File: config.mk
export PLATFORM = sky130hd
export DESIGN_NAME = serial_adder
export DESIGN_NICKNAME = d
export VERILOG_FILES = /design/src/rtl/ra_pkg.sv /design/src/rtl/full_adder_1_bit.sv /design/src/rtl/serial_adder.sv
export SDC_FILE = /design/constraint.sdc
export NUM_CORES = 1
export LEC_CHECK = 0
export ABC_AREA = 0
export CAP_MARGIN = 25
export CORE_UTILIZATION = 50
export DETAILED_ROUTE_END_ITERATION = 7
export GPL_TIMING_DRIVEN = 0
export PLACE_DENSITY_LB_ADDON = 0.15
export SLEW_MARGIN = 20
export SYNTH_ARGS = -nofsm -noshare
export SYNTH_HDL_FRONTEND = slang
export SYNTH_HIERARCHICAL = 1
export SYNTH_SLANG_ARGS = --single-unit
File: constraint.sdc
create_clock -name clk -period 2.5 [get_ports clk]
set_clock_uncertainty 0.2 [all_clocks]
set_input_delay 0.5 -clock clk [delete_from_list [all_inputs] [get_ports clk]]
set_output_delay 0.5 -clock clk [all_outputs]
set_load 0.03 [all_outputs]
File: src/rtl/ra_pkg.sv
// Shared definitions for the adder family (ripple-carry and bit-serial).
//   state_t  : control FSM encoding used by the sequential adders
//   RA_WIDTH : default operand/result width
package ra_pkg;

    localparam int RA_WIDTH = 8;

    typedef enum logic [1:0] {
        IDLE = 2'b00,
        RUN  = 2'b01,
        DONE = 2'b10
    } state_t;

endpackage : ra_pkg

File: src/rtl/full_adder_1_bit.sv
// Single-bit full adder, purely combinational.
// Ports:
//   a, b, cin : addend bits and carry-in
//   sum       : a ^ b ^ cin
//   cout      : majority(a, b, cin)
module full_adder_1_bit (
    input  logic a,
    input  logic b,
    input  logic cin,
    output logic sum,
    output logic cout
);

    assign sum  = a ^ b ^ cin;
    assign cout = (a & b) | (a & cin) | (b & cin);

endmodule : full_adder_1_bit

File: src/rtl/serial_adder.sv
// Bit-serial WIDTH-bit adder computing a + b + cin one bit per clock through
// a single full-adder cell. Operands are captured when start is accepted in
// IDLE, shifted LSB-first through the cell with the carry held in a
// flip-flop, and the registered result is presented with a one-cycle done
// pulse.
// Ports:
//   clk    : rising-edge clock
//   rst_n  : asynchronous active-low reset
//   start  : request, sampled only in IDLE
//   a, b   : WIDTH-bit operands, captured on accept
//   cin    : carry-in, captured on accept
//   busy   : high whenever the FSM is not in IDLE
//   done   : single-cycle pulse; sum/cout valid from this cycle
//   sum    : registered result, held until the next completion
//   cout   : registered carry-out, held with sum
module serial_adder
    import ra_pkg::*;
#(
    parameter int WIDTH = RA_WIDTH
) (
    input  logic             clk,
    input  logic             rst_n,
    input  logic             start,
    input  logic [WIDTH-1:0] a,
    input  logic [WIDTH-1:0] b,
    input  logic             cin,
    output logic             busy,
    output logic             done,
    output logic [WIDTH-1:0] sum,
    output logic             cout
);

    localparam int CNT_W = $clog2(WIDTH);
    localparam logic [CNT_W-1:0] LAST_CNT = CNT_W'(WIDTH - 1);

    state_t state, state_next;

    logic [WIDTH-1:0] a_sr;
    logic [WIDTH-1:0] b_sr;
    // Only the upper WIDTH-1 partial-sum bits need storing: the bit computed
    // on the final RUN cycle comes straight from the cell into sum.
    logic [WIDTH-2:0] s_sr;
    logic [WIDTH-1:0] s_shift;
    logic             carry;
    logic [CNT_W-1:0] cnt;
    logic             last_bit;

    logic fa_sum;
    logic fa_cout;

    full_adder_1_bit u_fa (
        .a    (a_sr[0]),
        .b    (b_sr[0]),
        .cin  (carry),
        .sum  (fa_sum),
        .cout (fa_cout)
    );

    // New cell output enters at the MSB; after WIDTH shifts it is the full result.
    assign s_shift  = {fa_sum, s_sr};
    assign last_bit = (cnt == LAST_CNT);

    assign busy = (state != IDLE);
    assign done = (state == DONE);

    // ------------------------------------------------------------------
    // FSM state register
    // ------------------------------------------------------------------
    // NOTE: sequential state uses non-blocking assignments so every register
    // samples pre-edge values, independent of statement order.
    always_ff @(posedge clk or negedge rst_n) begin
        if (!rst_n) begin
            state <= IDLE;
        end else begin
            state <= state_next;
        end
    end

    // ------------------------------------------------------------------
    // FSM next-state logic
    // ------------------------------------------------------------------
    always_comb begin
        // NOTE: default assigned before the case so no path leaves state_next
        // unassigned, which would otherwise infer a latch.
        state_next = state;
        unique case (state)
            IDLE:    if (start) state_next = RUN;
            RUN:     if (last_bit) state_next = DONE;
            DONE:    state_next = IDLE;
            default: state_next = IDLE;
        endcase
    end

    // ------------------------------------------------------------------
    // Datapath: operand/partial-sum shift registers, carry FF, counter
    // ------------------------------------------------------------------
    // NOTE: the shift registers are plain flops, not a RAM, so they take the
    // async reset like everything else and come out of reset cleared.
    always_ff @(posedge clk or negedge rst_n) begin
        if (!rst_n) begin
            a_sr  <= '0;
            b_sr  <= '0;
            s_sr  <= '0;
            carry <= 1'b0;
            cnt   <= '0;
        end else begin
            unique case (state)
                IDLE: begin
                    if (start) begin
                        a_sr  <= a;
                        b_sr  <= b;
                        carry <= cin;
                        cnt   <= '0;
                    end
                end
                RUN: begin
                    a_sr  <= a_sr >> 1;
                    b_sr  <= b_sr >> 1;
                    s_sr  <= s_shift[WIDTH-1:1];
                    carry <= fa_cout;
                    // Park the counter at zero on the last bit rather than
                    // letting it wrap.
                    cnt   <= last_bit ? '0 : cnt + 1'b1;
                end
                default: ;
            endcase
        end
    end

    // ------------------------------------------------------------------
    // Result registers: updated only on the last RUN edge, held otherwise
    // ------------------------------------------------------------------
    always_ff @(posedge clk or negedge rst_n) begin
        if (!rst_n) begin
            sum  <= '0;
            cout <= 1'b0;
        end else if (state == RUN && last_bit) begin
            sum  <= s_shift;
            cout <= fa_cout;
        end
    end

endmodule : serial_adder

==> results of run 1 <==
-- flip-flops by register name, indices dropped and copies added, names as in the netlist --
register  cells
b_sr          8
carry         1
s_sr          7
cout          1
cnt           3
state         2
a_sr          8
sum           8
-- area by class of cell --
type	instances	area, um2
clock inverters	3	45.0
plain buffers	8	57.6
inverters	4	15.0
fillers	250	995
clock buffers	5	37.5
flip-flops and latches	38	952
repair buffers	31	320
multi-input cells	100	676
well taps	44	55.1
-- per-stage QoR --
step | TNS (ps) | worst slack, ps | std cells | util
final | 0 | 234 | 233 | 0.685
after global routing | 0 | 147 | 233 | 0.685
after CTS | 0 | 223 | 233 | 0.685
after detailed placement | 0 | 50.3 | 225 | 0.657
after global placement | -4170 | -112 | 224 | 0.650
after floorplan | 0 | 616 | 151 | -
-- cells in the final DEF (no fill, tap or decap) --
cell | synthesis | final
bufinv_16 | 0 | 1
inv_2 | 1 | 1
dlygate4sd2_1 | 0 | 2
nand2b_2 | 2 | 2
mux2_2 | 1 | 1
a22o_1 | 2 | 2
a21oi_1 | 15 | 15
or2_2 | 2 | 2
nor2b_1 | 1 | 1
o32ai_1 | 1 | 1
mux2_4 | 9 | 9
o21ai_0 | 4 | 4
nor2_1 | 4 | 4
dlygate4sd3_1 | 0 | 1
buf_16 | 0 | 1
dfrtp_1 | 38 | 37
dfrtp_2 | 0 | 1
nand2_1 | 24 | 24
buf_6 | 2 | 2
fa_1 | 1 | 1
buf_4 | 3 | 3
clkbuf_4 | 0 | 5
nor3_1 | 1 | 1
a21o_1 | 1 | 1
clkbuf_1 | 3 | 2
clkdlybuf4s50_1 | 0 | 26
nand2_8 | 1 | 1
o22ai_1 | 28 | 28
ha_1 | 2 | 2
clkinvlp_4 | 0 | 2
nor2b_4 | 1 | 1
inv_1 | 3 | 3
buf_2 | 1 | 2
-- worst min-delay path: stages (launching register included) --
cell and delay, ps:
dfrtp_1 380, nand2_1 60, nand2_1 60
-- where the power goes --
part / switching [W] / internal, W / total, W
Sequential: 0.000211 / 0.000903 / 0.00111
Combinational: 0.000614 / 0.000588 / 0.00120
Clock: 0.000224 / 0.000210 / 0.000434
-- routing by layer --
metal  vias up  GRT usage
met3         6     0.0704
li1        624          -
met4         0     0.0797
met2        29      0.383
met1       664      0.260
met5         -          0
-- kinds of logic (layout without fill, tap and decap cells) --
logic type,after synthesis,count (layout)
and+or+nand+nor,36,36
AOI/OAI and AO/OA,51,51
adders and majority gates,3,3
muxes,10,10
DFF,38,38
buffers and inverters,13,51
-- repair_timing --
action / 4_1_cts / 5_1_grt
setup endpoints to repair: 2 / 0
gates resized for setup: 3 / 0
endpoints found under the hold margin: 16 / 0
setup buffers: 0 / 0
hold buffers: 1 / 0
-- how the worst max path moves through the flow --
stage,end,slack [ps]
2_1_floorplan,done,620
3_3_place_gp,a_sr[1]$_DFFE_PN0P_,-110
3_5_place_dp,done,50
4_1_cts,busy,220
5_1_grt,done,150
6_report,busy,230
==> results.json, run 1 <==
{
  "min-delay-start": "s_sr[0]$_DFFE_PN0N_",
  "ys_seq_area_frac": 0.558,
  "reg2reg_slack_ps": 830,
  "rsz0062_at_grt": "no",
  "postPlaceCellArea_um2": 2070,
  "synth.avg_cell_area_um2": 11.3,
  "reg2reg_depth": 4,
  "wl_per_cell_um": 14.9,
  "synth_edf_count": 0,
  "top_layer": "met4",
  "grt.overflow.total": 0,
  "reg2reg_from": "cnt[0]$_DFFE_PN0P_",
  "synth_common_cells": "dfrtp_1, o22ai_1, nand2_1",
  "finalCriticalPeriod_ps": 2270,
  "setup.worst_path.end_class": "output pin",
  "hold_violations": 0,
  "wl_met2_um": 1780,
  "die_w_um": 60.4,
  "synth_cell_types": 25,
  "synth_top_flop_cell": "dfrtp_1",
  "io_pins": 31,
  "status": "finished clean",
  "synthTopCellsByArea": "dfrtp_1, o22ai_1, mux2_4, nand2_1, a21oi_1",
  "maxCapViolCount": 0,
  "viasPerCell": 5.68,
  "worstHoldPathType": "register to register",
  "clock-sinks": 38,
  "crit_start": "state[0]$_DFFE_PN0P_",
  "netlist_area_um2": 1700,
  "synth_top_family_by_area": "compound AO/OA/AOI/OAI gates",
  "numCtsBuffers": 5,
  "slew_viol_final": 0,
  "final_area_um2": 2160,
  "worst_pin_slew_ps": 453,
  "grt_max_degree": 23,
  "clk_latency_ps": 360,
  "slowest_stage": "dfrtp_1",
  "synth_xor_area_frac": 0,
  "worstSetupPathType": "register to output pin",
  "cp.depth": 3,
  "met1_length_um": 1500,
  "antennaDiodeCount": 0,
  "hold_slack_ps": 316,
  "dp_hpwl_um": 2470,
  "cts_tree": "done",
  "syn_to_final_growth_pct": 26.7,
  "dr.first_iter.drc_count": 54,
  "clockRootBuffer": "clkbuf_4",
  "wl_met3_um": 138,
  "synth_top_cell_area_share": 0.558,
  "synth_most_common_cell": "dfrtp_1",
  "synth_fa_ha_area_frac": 0.0265,
  "yosys.area.top_type": "dfrtp_1",
  "numPortBuffers": 29,
  "maxSlewHeadroom": 0.698,
  "whs_endpoint": "s_sr[0]$_DFFE_PN0N_",
  "synth_compound_area_frac": 0.179,
  "dieArea_um2": 3640,
  "crit_chain": "buf_4 -> or2_2 -> dlygate4sd2_1",
  "fp-row-count": 20,
  "grt_pass1_wl_um": 5850,
  "arrival_ps": 1570,
  "synth_warnings": 6,
  "groute.usage.overall": 0.222,
  "finalSetupViolations": 0,
  "pwr_density_cell_nw_per_um2": 1270,
  "max_stage_delay_ps": 390,
  "gp_congestion": 0.773,
  "vias": 1323,
  "clk_pin_slew_ps": 120,
  "syn_inst": 151,
  "cp_top_family": "buffers and inverters",
  "firstDrtPassIters": 4,
  "synth_nets": 174,
  "finalWirelength_um": 3480,
  "cts_htree_levels": 2,
  "cts_buffer_depth": 2,
  "core_area_um2": 3150,
  "synth_seq_cells": 38,
  "whs_path_depth": 2,
  "finalNetCount": 211,
  "worst_r2r_endpoint": "sum[1]$_DFFE_PN0P_",
  "async_reset_ff_frac": 1.00,
  "grt_pass1_vias": 1304,
  "p_leak_nw": 0.983,
  "cp_max_fo": 9,
  "power_w": 0.00275,
  "synthMuxAreaShare": 0.0860,
  "yosys.area_share.simple": 0.106,
  "antenna_found_initial": 0,
  "drive_gt1_frac": 0.180,
  "die_h_um": 60.4,
  "max_freq_mhz": 441,
  "ir_drop_mv": 0.607,
  "ant_nets": 0,
  "period_share": 0.906,
  "worstSetupStartpointType": "register",
  "critPathRequiredTime_ps": 1800,
  "drc": 0,
  "start_util": 0.540,
  "crit_buf_inv": 2
}
Note: power is estimated with default switching activity, not from simulation.
==> inputs of run 2 (changes only) <==
--- a/config.mk
+++ b/config.mk
@@ -9,9 +9,8 @@
 export CAP_MARGIN = 25
 export CORE_UTILIZATION = 50
 export DETAILED_ROUTE_END_ITERATION = 7
-export GPL_TIMING_DRIVEN = 0
+export GPL_TIMING_DRIVEN = 1
 export PLACE_DENSITY_LB_ADDON = 0.15
-export SLEW_MARGIN = 20
 export SYNTH_ARGS = -nofsm -noshare
 export SYNTH_HDL_FRONTEND = slang
 export SYNTH_HIERARCHICAL = 1
==> results.json, run 2 (synthesis results as in run 1) <==
{
  "finalNetCount": 205,
  "ant_nets": 0,
  "p_leak_nw": 0.944,
  "pre_cts_ws_ps": 290,
  "min-delay-start": "s_sr[0]$_DFFE_PN0N_",
  "clockRootBuffer": "clkbuf_4",
  "numPortBuffers": 30,
  "switching_power_w": 0.00101,
  "cp_max_fo": 9,
  "critPathRequiredTime_ps": 1800,
  "final_cells": 227,
  "numCtsBuffers": 5,
  "clock-sinks": 38,
  "firstDrtPassIters": 5,
  "groute.usage.overall": 0.216,
  "finalSetupViolations": 0,
  "max_freq_mhz": 422,
  "die_h_um": 60.4,
  "fp-row-count": 20,
  "grt_pass1_vias": 1267,
  "seqPwrFrac": 0.435,
  "swShare": 0.389,
  "period_share": 0.948,
  "clk_pin_slew_ps": 110,
  "drive_gt1_frac": 0.153,
  "crit_chain": "inv_2 -> nor2_1 -> clkdlybuf4s50_1",
  "final_common_cell": "dfrtp_1",
  "worstSetupPathType": "register to output pin",
  "finalSetupTns_ps": 0,
  "start_util": 0.540,
  "worst_pin_slew_ps": 480,
  "drc": 0,
  "finalCriticalPeriod_ps": 2370,
  "die_w_um": 60.4,
  "hold_violations": 0,
  "dp.cells": 219,
  "wl_per_cell_um": 15.0,
  "viasPerCell": 5.64,
  "final.setup.worst_slack_ps": 131,
  "slew_viol_final": 0,
  "cts_htree_levels": 2,
  "maxCapViolCount": 0,
  "vias": 1281,
  "grt_pass1_wl_um": 5710,
  "syn_to_final_growth_pct": 22.1,
  "ir_drop_mv": 0.485,
  "status": "finished clean",
  "rsz0062_at_grt": "no",
  "mostFrequentLayoutCells": "dfrtp_1, clkdlybuf4s50_1, o22ai_1",
  "gp_congestion": 0.786,
  "worstSetupStartpointType": "register",
  "crit_start": "state[1]$_DFFE_PN0P_",
  "antennaDiodeCount": 0,
  "whs_path_depth": 2,
  "finalWirelength_um": 3400,
  "dieArea_um2": 3640,
  "antenna_found_initial": 0,
  "reg2reg_depth": 4,
  "p_comb_frac": 0.435,
  "cts_tree": "done",
  "maxSlewHeadroom": 0.680,
  "dp_hpwl_um": 2290,
  "max_stage_delay_ps": 680,
  "power_frac_clock": 0.130,
  "reg2reg_from": "cnt[0]$_DFFE_PN0P_",
  "n_fill_cell": 257,
  "worst_r2r_endpoint": "sum[6]$_DFFE_PN0P_",
  "slowest_stage": "clkdlybuf4s50_1",
  "arrival_ps": 1670,
  "io_pins": 31,
  "cts_buffer_depth": 2,
  "reg2reg_slack_ps": 800,
  "grt_max_degree": 39,
  "largestRegisters": "a_sr x8, b_sr x8, sum x8",
  "final_area_um2": 2080,
  "clk_latency_ps": 350,
  "power.internal_w": 0.00158,
  "pwr_density_cell_nw_per_um2": 1250,
  "grt.overflow.total": 0,
  "worstHoldPathType": "register to register",
  "postPlaceCellArea_um2": 2020,
  "whs_endpoint": "s_sr[0]$_DFFE_PN0N_",
  "core_area_um2": 3150,
  "setup.worst_path.end_class": "output pin",
  "dr.first_iter.drc_count": 81
}
==> run 2: how the worst max path moves through the flow <==
stage / to / cells past startpoint
after floorplan: done / 3
after global placement: busy / 2
after detailed placement: b_sr[5]$_DFFE_PN0P_ / 4
after CTS: done / 3
after global routing: done / 3
final: done / 3
==> run 2: critical path: cells and delay by family (launching register included) <==
kind                   cells  cell delay [ps]
buffers and inverters      2              730
and+or+nand+nor            1              100
DFF                        1              490
==> run 2: area by class of cell <==
cell class / count / area (um2) / area share
tap: 44 / 55.1 / 0.0265
inverter: 4 / 15.0 / 0.00722
clock buffer: 7 / 55.1 / 0.0265
multi-input combinational: 100 / 676 / 0.325
timing repair buffer: 33 / 322 / 0.155
sequential: 38 / 952 / 0.458
clock inverter: 1 / 5.00 / 0.00241
==> run 2: stage by stage <==
stage | hold slack, ps | utilization | total power, W
after global placement | 263 | 0.640 | 0.00221
after global routing | 333 | 0.660 | 0.00277
final | 298 | 0.660 | 0.00259
after CTS | 306 | 0.659 | 0.00260
after detailed placement | 280 | 0.640 | 0.00227
after floorplan | 4.41 | - | 0.00195
==> run 2: power groups by stage <==
stage               combinational (W)  clock, W  sequential (W)
finish                        0.00113  0.000336         0.00113
global route                  0.00124  0.000368         0.00116
CTS                           0.00113  0.000344         0.00112
detailed placement            0.00114         0         0.00114
global placement              0.00109         0         0.00112
floorplan                    0.000732         0         0.00122
==> run 2: timing repair <==
action                                  in CTS  in global routing
hold endpoints to repair                     0                  0
buffers inserted                             0                  0
endpoints found under the setup margin       1                  1
resized for setup                            1                  1
hold buffers                                 0                  0
pin swaps                                    0                  0
==> run 2: routing by layer <==
metal,wire length [um],GRT usage,vias up,share of wire
met4,55,0.0764,0,0.016
met2,1690,0.356,40,0.50
met3,201,0.0640,8,0.059
met5,0,0,-,0
li1,-,-,603,-
met1,1450,0.269,630,0.43
==> inputs of run 3 (changes only) <==
--- a/config.mk
+++ b/config.mk
@@ -11,6 +11,7 @@
 export DETAILED_ROUTE_END_ITERATION = 7
 export GPL_TIMING_DRIVEN = 1
 export PLACE_DENSITY_LB_ADDON = 0.15
+export SLEW_MARGIN = 10
 export SYNTH_ARGS = -nofsm -noshare
 export SYNTH_HDL_FRONTEND = slang
 export SYNTH_HIERARCHICAL = 1
==> constraint.sdc (replaced) <==
create_clock -name clk -period 2.5 [get_ports clk]
set_clock_uncertainty 0.2 [all_clocks]
set_input_delay 0.375 -clock clk [delete_from_list [all_inputs] [get_ports clk]]
set_output_delay 0.375 -clock clk [all_outputs]
set_load 0.03 [all_outputs]
==> results.json, run 3 (synthesis results as in run 1) <==
{
  "critPathRequiredTime_ps": 1920,
  "pre_cts_ws_ps": 435,
  "status": "finished clean",
  "groute.usage.overall": 0.202,
  "cts-resized-gates": 0,
  "reg2reg_depth": 4,
  "firstDrtPassIters": 4,
  "io_pins": 31,
  "antenna_found_initial": 0,
  "finalWirelength_um": 3230,
  "cts_tree": "done",
  "dieArea_um2": 3640,
  "final_common_cell": "dfrtp_1",
  "numPortBuffers": 30,
  "largestRegisters": "a_sr x8, b_sr x8, sum x8",
  "seqPwrFrac": 0.442,
  "p_comb_frac": 0.444,
  "worst_pin_slew_ps": 483,
  "grt_pass1_wl_um": 5300,
  "rsz0062_at_grt": "no",
  "drc": 0,
  "finalSetupTns_ps": 0,
  "die_h_um": 60.4,
  "cp_max_fo": 17,
  "dp_hpwl_um": 2220,
  "wl_per_cell_um": 14.4,
  "cp.depth": 3,
  "antennaDiodeCount": 0,
  "maxSlewHeadroom": 0.677,
  "pwr_density_cell_nw_per_um2": 1230,
  "max_stage_delay_ps": 680,
  "final_util": 0.653,
  "postPlaceCellArea_um2": 2010,
  "setup.worst_path.end_class": "output pin",
  "final_area_um2": 2060,
  "viasPerCell": 5.61,
  "dr.first_iter.drc_count": 39,
  "power.internal_w": 0.00156,
  "clockRootBuffer": "clkbuf_4",
  "core_area_um2": 3150,
  "slowest_stage": "clkdlybuf4s50_1",
  "cts_htree_levels": 2,
  "reg2reg_from": "cnt[0]$_DFFE_PN0P_",
  "grt.overflow.total": 0,
  "syn_to_final_growth_pct": 20.9,
  "max_freq_mhz": 425,
  "fp-row-count": 20,
  "swShare": 0.387,
  "start_util": 0.540,
  "slew_viol_final": 0,
  "clk_latency_ps": 340,
  "die_w_um": 60.4,
  "period_share": 0.940,
  "crit_chain": "inv_2 -> nor2_1 -> clkdlybuf4s50_1",
  "finalNetCount": 204,
  "finalSetupViolations": 0,
  "worstSetupPathType": "register to output pin",
  "drive_gt1_frac": 0.138,
  "arrival_ps": 1780,
  "power_frac_clock": 0.114,
  "crit_buf_inv": 2,
  "ir_drop_mv": 0.493,
  "gp_congestion": 0.817,
  "grt_max_degree": 39,
  "clk_pin_slew_ps": 100,
  "mostFrequentLayoutCells": "dfrtp_1, clkdlybuf4s50_1, o22ai_1",
  "hold_violations": 0,
  "final.setup.worst_slack_ps": 149,
  "postCtsSetupBuffers": 0,
  "numCtsBuffers": 5,
  "cts_buffer_depth": 2,
  "worstSetupStartpointType": "register",
  "switching_power_w": 0.000983,
  "finalCriticalPeriod_ps": 2350,
  "maxCapViolCount": 0,
  "cp_top_family": "buffers and inverters",
  "worstHoldPathType": "input port to asynchronous set/reset pin",
  "p_leak_nw": 0.931,
  "clock-sinks": 38,
  "grt_pass1_vias": 1236,
  "hold_buffers": 0,
  "vias": 1263,
  "ant_nets": 0,
  "crit_start": "state[1]$_DFFE_PN0P_"
}
## run 3: cell count changes in the layout (fill, tap and decap cells not counted)
cell	previous run	this run
buf_4	3	2
clkbuf_1	1	2
clkbuf_8	1	0
clkdlybuf4s50_1	29	30
clkinv_2	1	0
dlygate4sd2_1	1	0
## run 3: power by group through the flow
stage | sequential (W) | clock [W] | combinational [W]
2_1_floorplan | 0.00122 | 0 | 0.000732
3_3_place_gp | 0.00112 | 0 | 0.00110
3_5_place_dp | 0.00114 | 0 | 0.00114
4_1_cts | 0.00112 | 0.000297 | 0.00114
5_1_grt | 0.00116 | 0.000323 | 0.00124
6_report | 0.00112 | 0.000288 | 0.00113
## run 3: worst reg2reg max path, delay by kind of cell (launching register included)
kind | cells | cell delay (ps)
DFF | 1 | 410
muxes | 1 | 310
adders and majority gates | 2 | 490
and+or+nand+nor | 1 | 150
## run 3: final timing paths
kind	to	slack, ps
worst max register to register	cout$_DFFE_PN0P_	830
worst min register to register	s_sr[0]$_DFFE_PN0N_	300
max in group asynchronous	state[1]$_DFFE_PN0P_	1490
worst min-delay path	s_sr[0]$_DFFE_PN0N_	260
worst max-delay path	done	150
min in group clk	s_sr[0]$_DFFE_PN0N_	300
## run 3: per-stage QoR
stage	hold slack, ps	cells	power [W]
6_report	260	225	0.00254
5_1_grt	286	225	0.00272
4_1_cts	272	225	0.00256
3_5_place_dp	293	218	0.00227
3_3_place_gp	263	218	0.00221
2_1_floorplan	-121	151	0.00195
## run 3: layer usage
layer | vias to the layer above | track usage | part of all wire
li1 | 604 | - | -
met1 | 626 | 0.234 | 0.45
met2 | 28 | 0.356 | 0.50
met3 | 5 | 0.0512 | 0.034
met4 | 0 | 0.0797 | 0.014
met5 | - | 0 | 0
## run 3: layout make-up
cell class              count  area (um2)
flip-flops and latches     38         952
well taps                  44        55.1
clock buffers               7        45.0
inverters                   4        15.0
fillers                   290        1090
repair buffers             32         315
multi-input cells         100         676
